==> config.mk <==
export PLATFORM = sky130hd
export DESIGN_NAME = axi_rd_arbiter_2to1
export DESIGN_NICKNAME = d
export VERILOG_FILES = /design/src/rtl/axi_rd_arbiter_2to1.sv
export SDC_FILE = /design/constraint.sdc
export NUM_CORES = 1
export LEC_CHECK = 0
export CAP_MARGIN = 30
export CORE_AREA = 2 2 183 185
export CTS_CLUSTER_DIAMETER = 100
export DETAILED_ROUTE_END_ITERATION = 8
export DIE_AREA = 0 0 185 187
export PLACE_DENSITY = 0.48
export SLEW_MARGIN = 0
export SYNTH_ARGS = -nofsm -noshare
export SYNTH_HDL_FRONTEND = slang
export SYNTH_SLANG_ARGS = --single-unit
export TNS_END_PERCENT = 20
==> constraint.sdc <==
create_clock -name clk -period 2.7 [get_ports clk]
set_clock_uncertainty 0.15 [all_clocks]
set_input_delay 0.54 -clock clk [delete_from_list [all_inputs] [get_ports clk]]
set_output_delay 0.54 -clock clk [all_outputs]
set_load 0.02 [all_outputs]
==> src/rtl/axi_rd_arbiter_2to1.sv <==
// Two-port AXI3 read arbiter (icache s0, dcache s1) with dcache write pass-through.
// Define AXI_ARB_RR_EN for round-robin read arbitration; default is fixed priority s1 > s0.
module axi_rd_arbiter_2to1 #(
   parameter int ADDR_W     = 32,
   parameter int DATA_W     = 32,
   parameter int MAX_WR_OUT = 4
) (
   input  logic                clk,
   input  logic                rst,
   // icache read
   input  logic                s0_arvalid_i,
   output logic                s0_arready_o,
   input  logic [ADDR_W-1:0]   s0_araddr_i,
   input  logic [7:0]          s0_arlen_i,
   input  logic [2:0]          s0_arsize_i,
   input  logic [1:0]          s0_arburst_i,
   output logic [DATA_W-1:0]   s0_rdata_o,
   output logic [1:0]          s0_rresp_o,
   output logic                s0_rlast_o,
   output logic                s0_rvalid_o,
   input  logic                s0_rready_i,
   // dcache read
   input  logic                s1_arvalid_i,
   output logic                s1_arready_o,
   input  logic [ADDR_W-1:0]   s1_araddr_i,
   input  logic [7:0]          s1_arlen_i,
   input  logic [2:0]          s1_arsize_i,
   input  logic [1:0]          s1_arburst_i,
   output logic [DATA_W-1:0]   s1_rdata_o,
   output logic [1:0]          s1_rresp_o,
   output logic                s1_rlast_o,
   output logic                s1_rvalid_o,
   input  logic                s1_rready_i,
   // dcache write
   input  logic [ADDR_W-1:0]   s1_awaddr_i,
   input  logic [7:0]          s1_awlen_i,
   input  logic [2:0]          s1_awsize_i,
   input  logic [1:0]          s1_awburst_i,
   input  logic                s1_awvalid_i,
   output logic                s1_awready_o,
   input  logic [DATA_W-1:0]   s1_wdata_i,
   input  logic [DATA_W/8-1:0] s1_wstrb_i,
   input  logic                s1_wlast_i,
   input  logic                s1_wvalid_i,
   output logic                s1_wready_o,
   output logic [1:0]          s1_bresp_o,
   output logic                s1_bvalid_o,
   input  logic                s1_bready_i,
   // master read
   output logic [3:0]          m_arid_o,
   output logic [ADDR_W-1:0]   m_araddr_o,
   output logic [7:0]          m_arlen_o,
   output logic [2:0]          m_arsize_o,
   output logic [1:0]          m_arburst_o,
   output logic [1:0]          m_arlock_o,
   output logic [3:0]          m_arcache_o,
   output logic [2:0]          m_arprot_o,
   output logic                m_arvalid_o,
   input  logic                m_arready_i,
   input  logic [3:0]          m_rid_i,
   input  logic [DATA_W-1:0]   m_rdata_i,
   input  logic [1:0]          m_rresp_i,
   input  logic                m_rlast_i,
   input  logic                m_rvalid_i,
   output logic                m_rready_o,
   // master write
   output logic [3:0]          m_awid_o,
   output logic [ADDR_W-1:0]   m_awaddr_o,
   output logic [7:0]          m_awlen_o,
   output logic [2:0]          m_awsize_o,
   output logic [1:0]          m_awburst_o,
   output logic [1:0]          m_awlock_o,
   output logic [3:0]          m_awcache_o,
   output logic [2:0]          m_awprot_o,
   output logic                m_awvalid_o,
   input  logic                m_awready_i,
   output logic [3:0]          m_wid_o,
   output logic [DATA_W-1:0]   m_wdata_o,
   output logic [DATA_W/8-1:0] m_wstrb_o,
   output logic                m_wlast_o,
   output logic                m_wvalid_o,
   input  logic                m_wready_i,
   input  logic [3:0]          m_bid_i,
   input  logic [1:0]          m_bresp_i,
   input  logic                m_bvalid_i,
   output logic                m_bready_o
);

   localparam int CNT_W = $clog2(MAX_WR_OUT + 1);

   typedef enum logic [1:0] {IDLE, ADDR, DATA} rdState_e;

   rdState_e          state_q, state_d;
   logic              grant_q, grant_d;
   logic [ADDR_W-1:0] arAddr_q, arAddr_d;
   logic [7:0]        arLen_q, arLen_d;
   logic [2:0]        arSize_q, arSize_d;
   logic [1:0]        arBurst_q, arBurst_d;
   logic [CNT_W-1:0]  wrCnt_q, wrCnt_d;

   logic req0, req1, winner, rdBlock, wrFull, awFire, bFire, rFire;
   logic unusedInputs;

   assign unusedInputs = ^{m_rid_i, m_bid_i};

   // The dcache may not read ahead of any write it has issued or is issuing.
   assign rdBlock = (wrCnt_q != '0) | s1_awvalid_i;
   assign req0    = s0_arvalid_i;
   assign req1    = s1_arvalid_i & ~rdBlock;
   assign rFire   = m_rvalid_i & m_rready_o;

`ifdef AXI_ARB_RR_EN
   logic lastGrant_q, lastGrant_d;

   assign winner = (req0 & req1) ? ~lastGrant_q : req1;

   always_comb begin
      lastGrant_d = lastGrant_q;
      if (state_q == DATA && rFire && m_rlast_i)
         lastGrant_d = grant_q;
   end

   always_ff @(posedge clk) begin
      if (rst) lastGrant_q <= 1'b1;
      else     lastGrant_q <= lastGrant_d;
   end
`else
   assign winner = req1;
`endif

   always_ff @(posedge clk) begin
      if (rst) begin
         state_q   <= IDLE;
         grant_q   <= 1'b0;
         arAddr_q  <= '0;
         arLen_q   <= '0;
         arSize_q  <= '0;
         arBurst_q <= '0;
         wrCnt_q   <= '0;
      end else begin
         state_q   <= state_d;
         grant_q   <= grant_d;
         arAddr_q  <= arAddr_d;
         arLen_q   <= arLen_d;
         arSize_q  <= arSize_d;
         arBurst_q <= arBurst_d;
         wrCnt_q   <= wrCnt_d;
      end
   end

   always_comb begin
      state_d   = state_q;
      grant_d   = grant_q;
      arAddr_d  = arAddr_q;
      arLen_d   = arLen_q;
      arSize_d  = arSize_q;
      arBurst_d = arBurst_q;
      case (state_q)
         IDLE: begin
            if (req0 | req1) begin
               grant_d   = winner;
               arAddr_d  = winner ? s1_araddr_i  : s0_araddr_i;
               arLen_d   = winner ? s1_arlen_i   : s0_arlen_i;
               arSize_d  = winner ? s1_arsize_i  : s0_arsize_i;
               arBurst_d = winner ? s1_arburst_i : s0_arburst_i;
               state_d   = ADDR;
            end
         end
         ADDR:    if (m_arready_i) state_d = DATA;
         DATA:    if (rFire && m_rlast_i) state_d = IDLE;
         default: state_d = IDLE;
      endcase
   end

   // Requester AR handshake is the single IDLE cycle in which the winner is latched.
   always_comb begin
      s0_arready_o = 1'b0;
      s1_arready_o = 1'b0;
      m_arvalid_o  = 1'b0;
      m_rready_o   = 1'b0;
      s0_rvalid_o  = 1'b0;
      s1_rvalid_o  = 1'b0;
      case (state_q)
         IDLE: begin
            if ((req0 | req1) && !rst) begin
               s0_arready_o = ~winner;
               s1_arready_o = winner;
            end
         end
         ADDR: m_arvalid_o = 1'b1;
         DATA: begin
            m_rready_o  = grant_q ? s1_rready_i : s0_rready_i;
            s0_rvalid_o = m_rvalid_i & ~grant_q;
            s1_rvalid_o = m_rvalid_i & grant_q;
         end
         default: ;
      endcase
   end

   assign m_arid_o    = {3'b000, grant_q};
   assign m_araddr_o  = arAddr_q;
   assign m_arlen_o   = arLen_q;
   assign m_arsize_o  = arSize_q;
   assign m_arburst_o = arBurst_q;
   assign m_arlock_o  = 2'b00;
   assign m_arcache_o = 4'b0000;
   assign m_arprot_o  = 3'b000;

   assign s0_rdata_o = m_rdata_i;
   assign s0_rresp_o = m_rresp_i;
   assign s0_rlast_o = m_rlast_i;
   assign s1_rdata_o = m_rdata_i;
   assign s1_rresp_o = m_rresp_i;
   assign s1_rlast_o = m_rlast_i;

   assign wrFull = (wrCnt_q == CNT_W'(MAX_WR_OUT));

   assign m_awid_o     = 4'd1;
   assign m_awaddr_o   = s1_awaddr_i;
   assign m_awlen_o    = s1_awlen_i;
   assign m_awsize_o   = s1_awsize_i;
   assign m_awburst_o  = s1_awburst_i;
   assign m_awlock_o   = 2'b00;
   assign m_awcache_o  = 4'b0000;
   assign m_awprot_o   = 3'b000;
   assign m_awvalid_o  = s1_awvalid_i & ~wrFull & ~rst;
   assign s1_awready_o = m_awready_i & ~wrFull & ~rst;

   assign m_wid_o     = 4'd1;
   assign m_wdata_o   = s1_wdata_i;
   assign m_wstrb_o   = s1_wstrb_i;
   assign m_wlast_o   = s1_wlast_i;
   assign m_wvalid_o  = s1_wvalid_i & ~rst;
   assign s1_wready_o = m_wready_i & ~rst;

   assign s1_bresp_o  = m_bresp_i;
   assign s1_bvalid_o = m_bvalid_i & ~rst;
   assign m_bready_o  = s1_bready_i & ~rst;

   // A stray B with nothing outstanding is dropped from the count.
   assign awFire = m_awvalid_o & m_awready_i;
   assign bFire  = m_bvalid_i & m_bready_o & (wrCnt_q != '0);

   always_comb begin
      wrCnt_d = wrCnt_q;
      if (awFire && !bFire)      wrCnt_d = wrCnt_q + 1'b1;
      else if (bFire && !awFire) wrCnt_d = wrCnt_q - 1'b1;
   end

endmodule

==> impl_metrics.env <==
export IMPL_maxCapViolCount=0
export IMPL_worstHoldPathType="input port to flip-flop"
export IMPL_track_usage=0.0958
export IMPL_root_buffer="clkbuf_16"
export IMPL_powerDensity_mw_per_mm2=537
export IMPL_grt_busiest_layer="met2"
export IMPL_fill_cells=3757
export IMPL_synth_seq_cells=51
export IMPL_final_area_mm2=0.00533
export IMPL_start_kind="input port"
export IMPL_grt_max_degree=93
export IMPL_dp_slack_ps=-257
export IMPL_cts_tree="built"
export IMPL_portBuffers=164
export IMPL_first_iter_violations=144
export IMPL_final_cells=950
export IMPL_worst_pin_slew_ps=986
export IMPL_drc=0
export IMPL_p_leak_nw=1.65
export IMPL_placed_area_mm2=0.00519
export IMPL_yosysUniqueCellTypes=30
export IMPL_pin_count=472
export IMPL_routabilityCongestion=0.679
export IMPL_clkTransAtPathRegs_ps=80
export IMPL_die_height_um=187
export IMPL_vdd_ir_drop_max_mv=0.211
export IMPL_critPathSlowestCell="clkdlybuf4s50_1"
export IMPL_crit_type="input port to output port"
export IMPL_cts_buffers=5
export IMPL_vias_per_cell=4.03
export IMPL_max_slew_margin=0.343
export IMPL_drive_gt1_frac=0.0817
export IMPL_grt_remaining_overflow=0
export IMPL_rsz0062_at_grt="false"
export IMPL_finalSetupTns_ps=0
export IMPL_post_route_util=0.162
export IMPL_synth_warnings=0
export IMPL_status="finished, final reports clean"
export IMPL_synthCells=519
export IMPL_drt_pass1_iterations=4
export IMPL_critPathMaxFanout=3
export IMPL_fin_hold_ws_ps=363
export IMPL_cp_arrival_ps=1930
export IMPL_place_inst=943
export IMPL_clock_path_buffers=2
export IMPL_end_kind="output port"
export IMPL_grt_first_pass_wirelength_um=24200
export IMPL_clock_sinks=51
export IMPL_required_ps=2010
export IMPL_gr_usage_met1=0.101
export IMPL_wl_per_cell_um=18.0
export IMPL_core_area_mm2=0.0329
export IMPL_ant_nets=0
export IMPL_worstPathCellList="clkdlybuf4s50_1 > nor2b_4 > a2111oi_1 > dlygate4sd1_1"
export IMPL_diodes=0
export IMPL_grt_pass1_vias=3840
export IMPL_drv_slew=0
export IMPL_drt_total_wl_um=17100
export IMPL_clk_latency_ps=320
export IMPL_syn_to_final_growth_pct=23.4
export IMPL_fp_row_count=67
export IMPL_hold_viol_final=0
export IMPL_grt_met3_usage=0.0384
export IMPL_path_buf_inv=2
export IMPL_die_area_mm2=0.0346
export IMPL_num_vias=3829
export IMPL_antenna_found_initial=0
export IMPL_dieWidth_um=185
export IMPL_use_met2=0.145
export IMPL_crit_family="buffers and inverters"
export IMPL_synth_area_mm2=0.00432
export IMPL_setup_viol=0
export IMPL_htree_levels=2
export IMPL_finalPower_mw=2.87
export IMPL_start_util=0.131
export IMPL_period_share=0.969
export IMPL_dp_final_hpwl_um=11800
export IMPL_setup_slack_ps=84.9
export IMPL_fmax_ghz=0.382
export IMPL_synth_avg_cell_area_um2=8.32
export IMPL_yosysSeqAreaShare=0.236
export IMPL_critPathMaxStageDelay_ps=550
export IMPL_reg2reg_slack_ps=260
export IMPL_fin_crit_ps=2620
export IMPL_fin_nets=735
what timing repair did:
item                                    CTS  global route
endpoints found under the setup margin    3             1
hold buffers                              0             0
pin swaps                                 0             0
gates resized for setup                   3             2
setup buffers                             0             0
sequential cells by signal, summed over array words and instances, names as in the netlist:
name / count
m_arlen_o: 8
m_araddr_o: 32
m_arburst_o: 2
wrCnt_q: 3
m_arsize_o: 3
state_q: 2
grant_q: 1
layout make-up:
cell class	count	area [µm²]	area share
Timing Repair Buffer	188	1850	0.347
Tap cell	448	561	0.105
Clock buffer	6	139	0.0260
Sequential cell	51	1020	0.191
Inverter	2	7.51	0.00141
Multi-Input combinational cell	254	1750	0.328
Clock inverter	1	5.00	0.000939
where the power goes:
part,switching [mW],internal (mW)
Clock,0.355,0.365
Sequential,0.0589,0.858
Combinational,0.715,0.514
placed cells by master, fill, tap and decap left out:
| master | n |
|---|---|
| clkinv_2 | 1 |
| conb_1 | 29 |
| xor2_1 | 2 |
| or3_2 | 1 |
| buf_12 | 3 |
| dlygate4sd1_1 | 1 |
| fa_1 | 1 |
| nor3_4 | 1 |
| inv_1 | 1 |
| clkbuf_8 | 1 |
| clkbuf_16 | 5 |
| a21oi_1 | 4 |
| and2_1 | 2 |
| mux2i_1 | 2 |
| buf_2 | 1 |
| nor2b_4 | 1 |
| nand2_1 | 4 |
| and3_1 | 2 |
| inv_2 | 1 |
| nor4b_4 | 1 |
| a2111oi_0 | 46 |
| dfxtp_1 | 51 |
| or2_4 | 1 |
| nor4_1 | 91 |
| ha_1 | 1 |
| and2b_1 | 1 |
| nand2b_2 | 1 |
| o21ai_0 | 3 |
| nand3_1 | 1 |
| a211oi_1 | 46 |
| nor3b_4 | 1 |
| clkdlybuf4s50_1 | 160 |
| dlygate4sd2_1 | 1 |
| nor2_1 | 4 |
| buf_4 | 22 |
| or3_1 | 1 |
| a2111oi_1 | 1 |
| nor2b_1 | 6 |
per-layer routing:
layer | part of all wire | wire (µm)
met4 | 0.087 | 1490
met2 | 0.44 | 7600
met3 | 0.099 | 1690
met5 | 0 | 0
met1 | 0.37 | 6360
cells in the mapped netlist (all sizes together):
cell type    n  area [µm²]
nor4        91         569
dfxtp       51        1020
clkbuf      33         126
a211oi      46         345
mux2i        2        20.0
and2         2        12.5
or2          1        6.26
nand3        1        5.00
nand2b       1        6.26
ha           1        12.5
and3         2        12.5
fa           1        20.0
conb         2        7.51
nor3b        1        12.5
nor2         4        15.0
a2111oi     47         412
buf        206        1540
inv          2        7.51
nor3         1        10.0
nor2b        7        43.8
nand2        4        15.0
and2b        1        7.51
xor2         2        17.5
a21oi        4        20.0
or3          2        12.5
nor4b        1        23.8
o21ai        3        15.0
worst register-to-register path, cell delays in order, from the launching register on:
cell     delay (ps)
dfxtp_1         310
or3_2           530
nand3_1         160
ha_1            180
inv_1            60
fa_1            390
xor2_1          160
or3_1           300
a21oi_1         140
final timing paths:
| check | startpoint | to | cells after the start |
|---|---|---|---|
| worst min-delay path | rst | wrCnt_q[2] | 2 |
| worst min register to register | m_araddr_o[26] | m_araddr_o[26] | 2 |
| worst max-delay path | s1_awvalid_i | s0_arready_o | 4 |
| worst max register to register | wrCnt_q[0] | wrCnt_q[2] | 8 |
cells by family (layout without fill, tap and decap cells):
logic type,count (synthesis),in the layout,share of synthesized area
other,2,29,0.00174
AOI/OAI and AO/OA,100,100,0.183
adders and majority gates,2,2,0.00753
buffers and inverters,241,197,0.388
xor gates and xnor gates,2,2,0.00406
DFF,51,51,0.236
muxes,2,2,0.00463
and+or+nand+nor,119,119,0.174
Note: power is estimated with default switching activity, not from simulation.
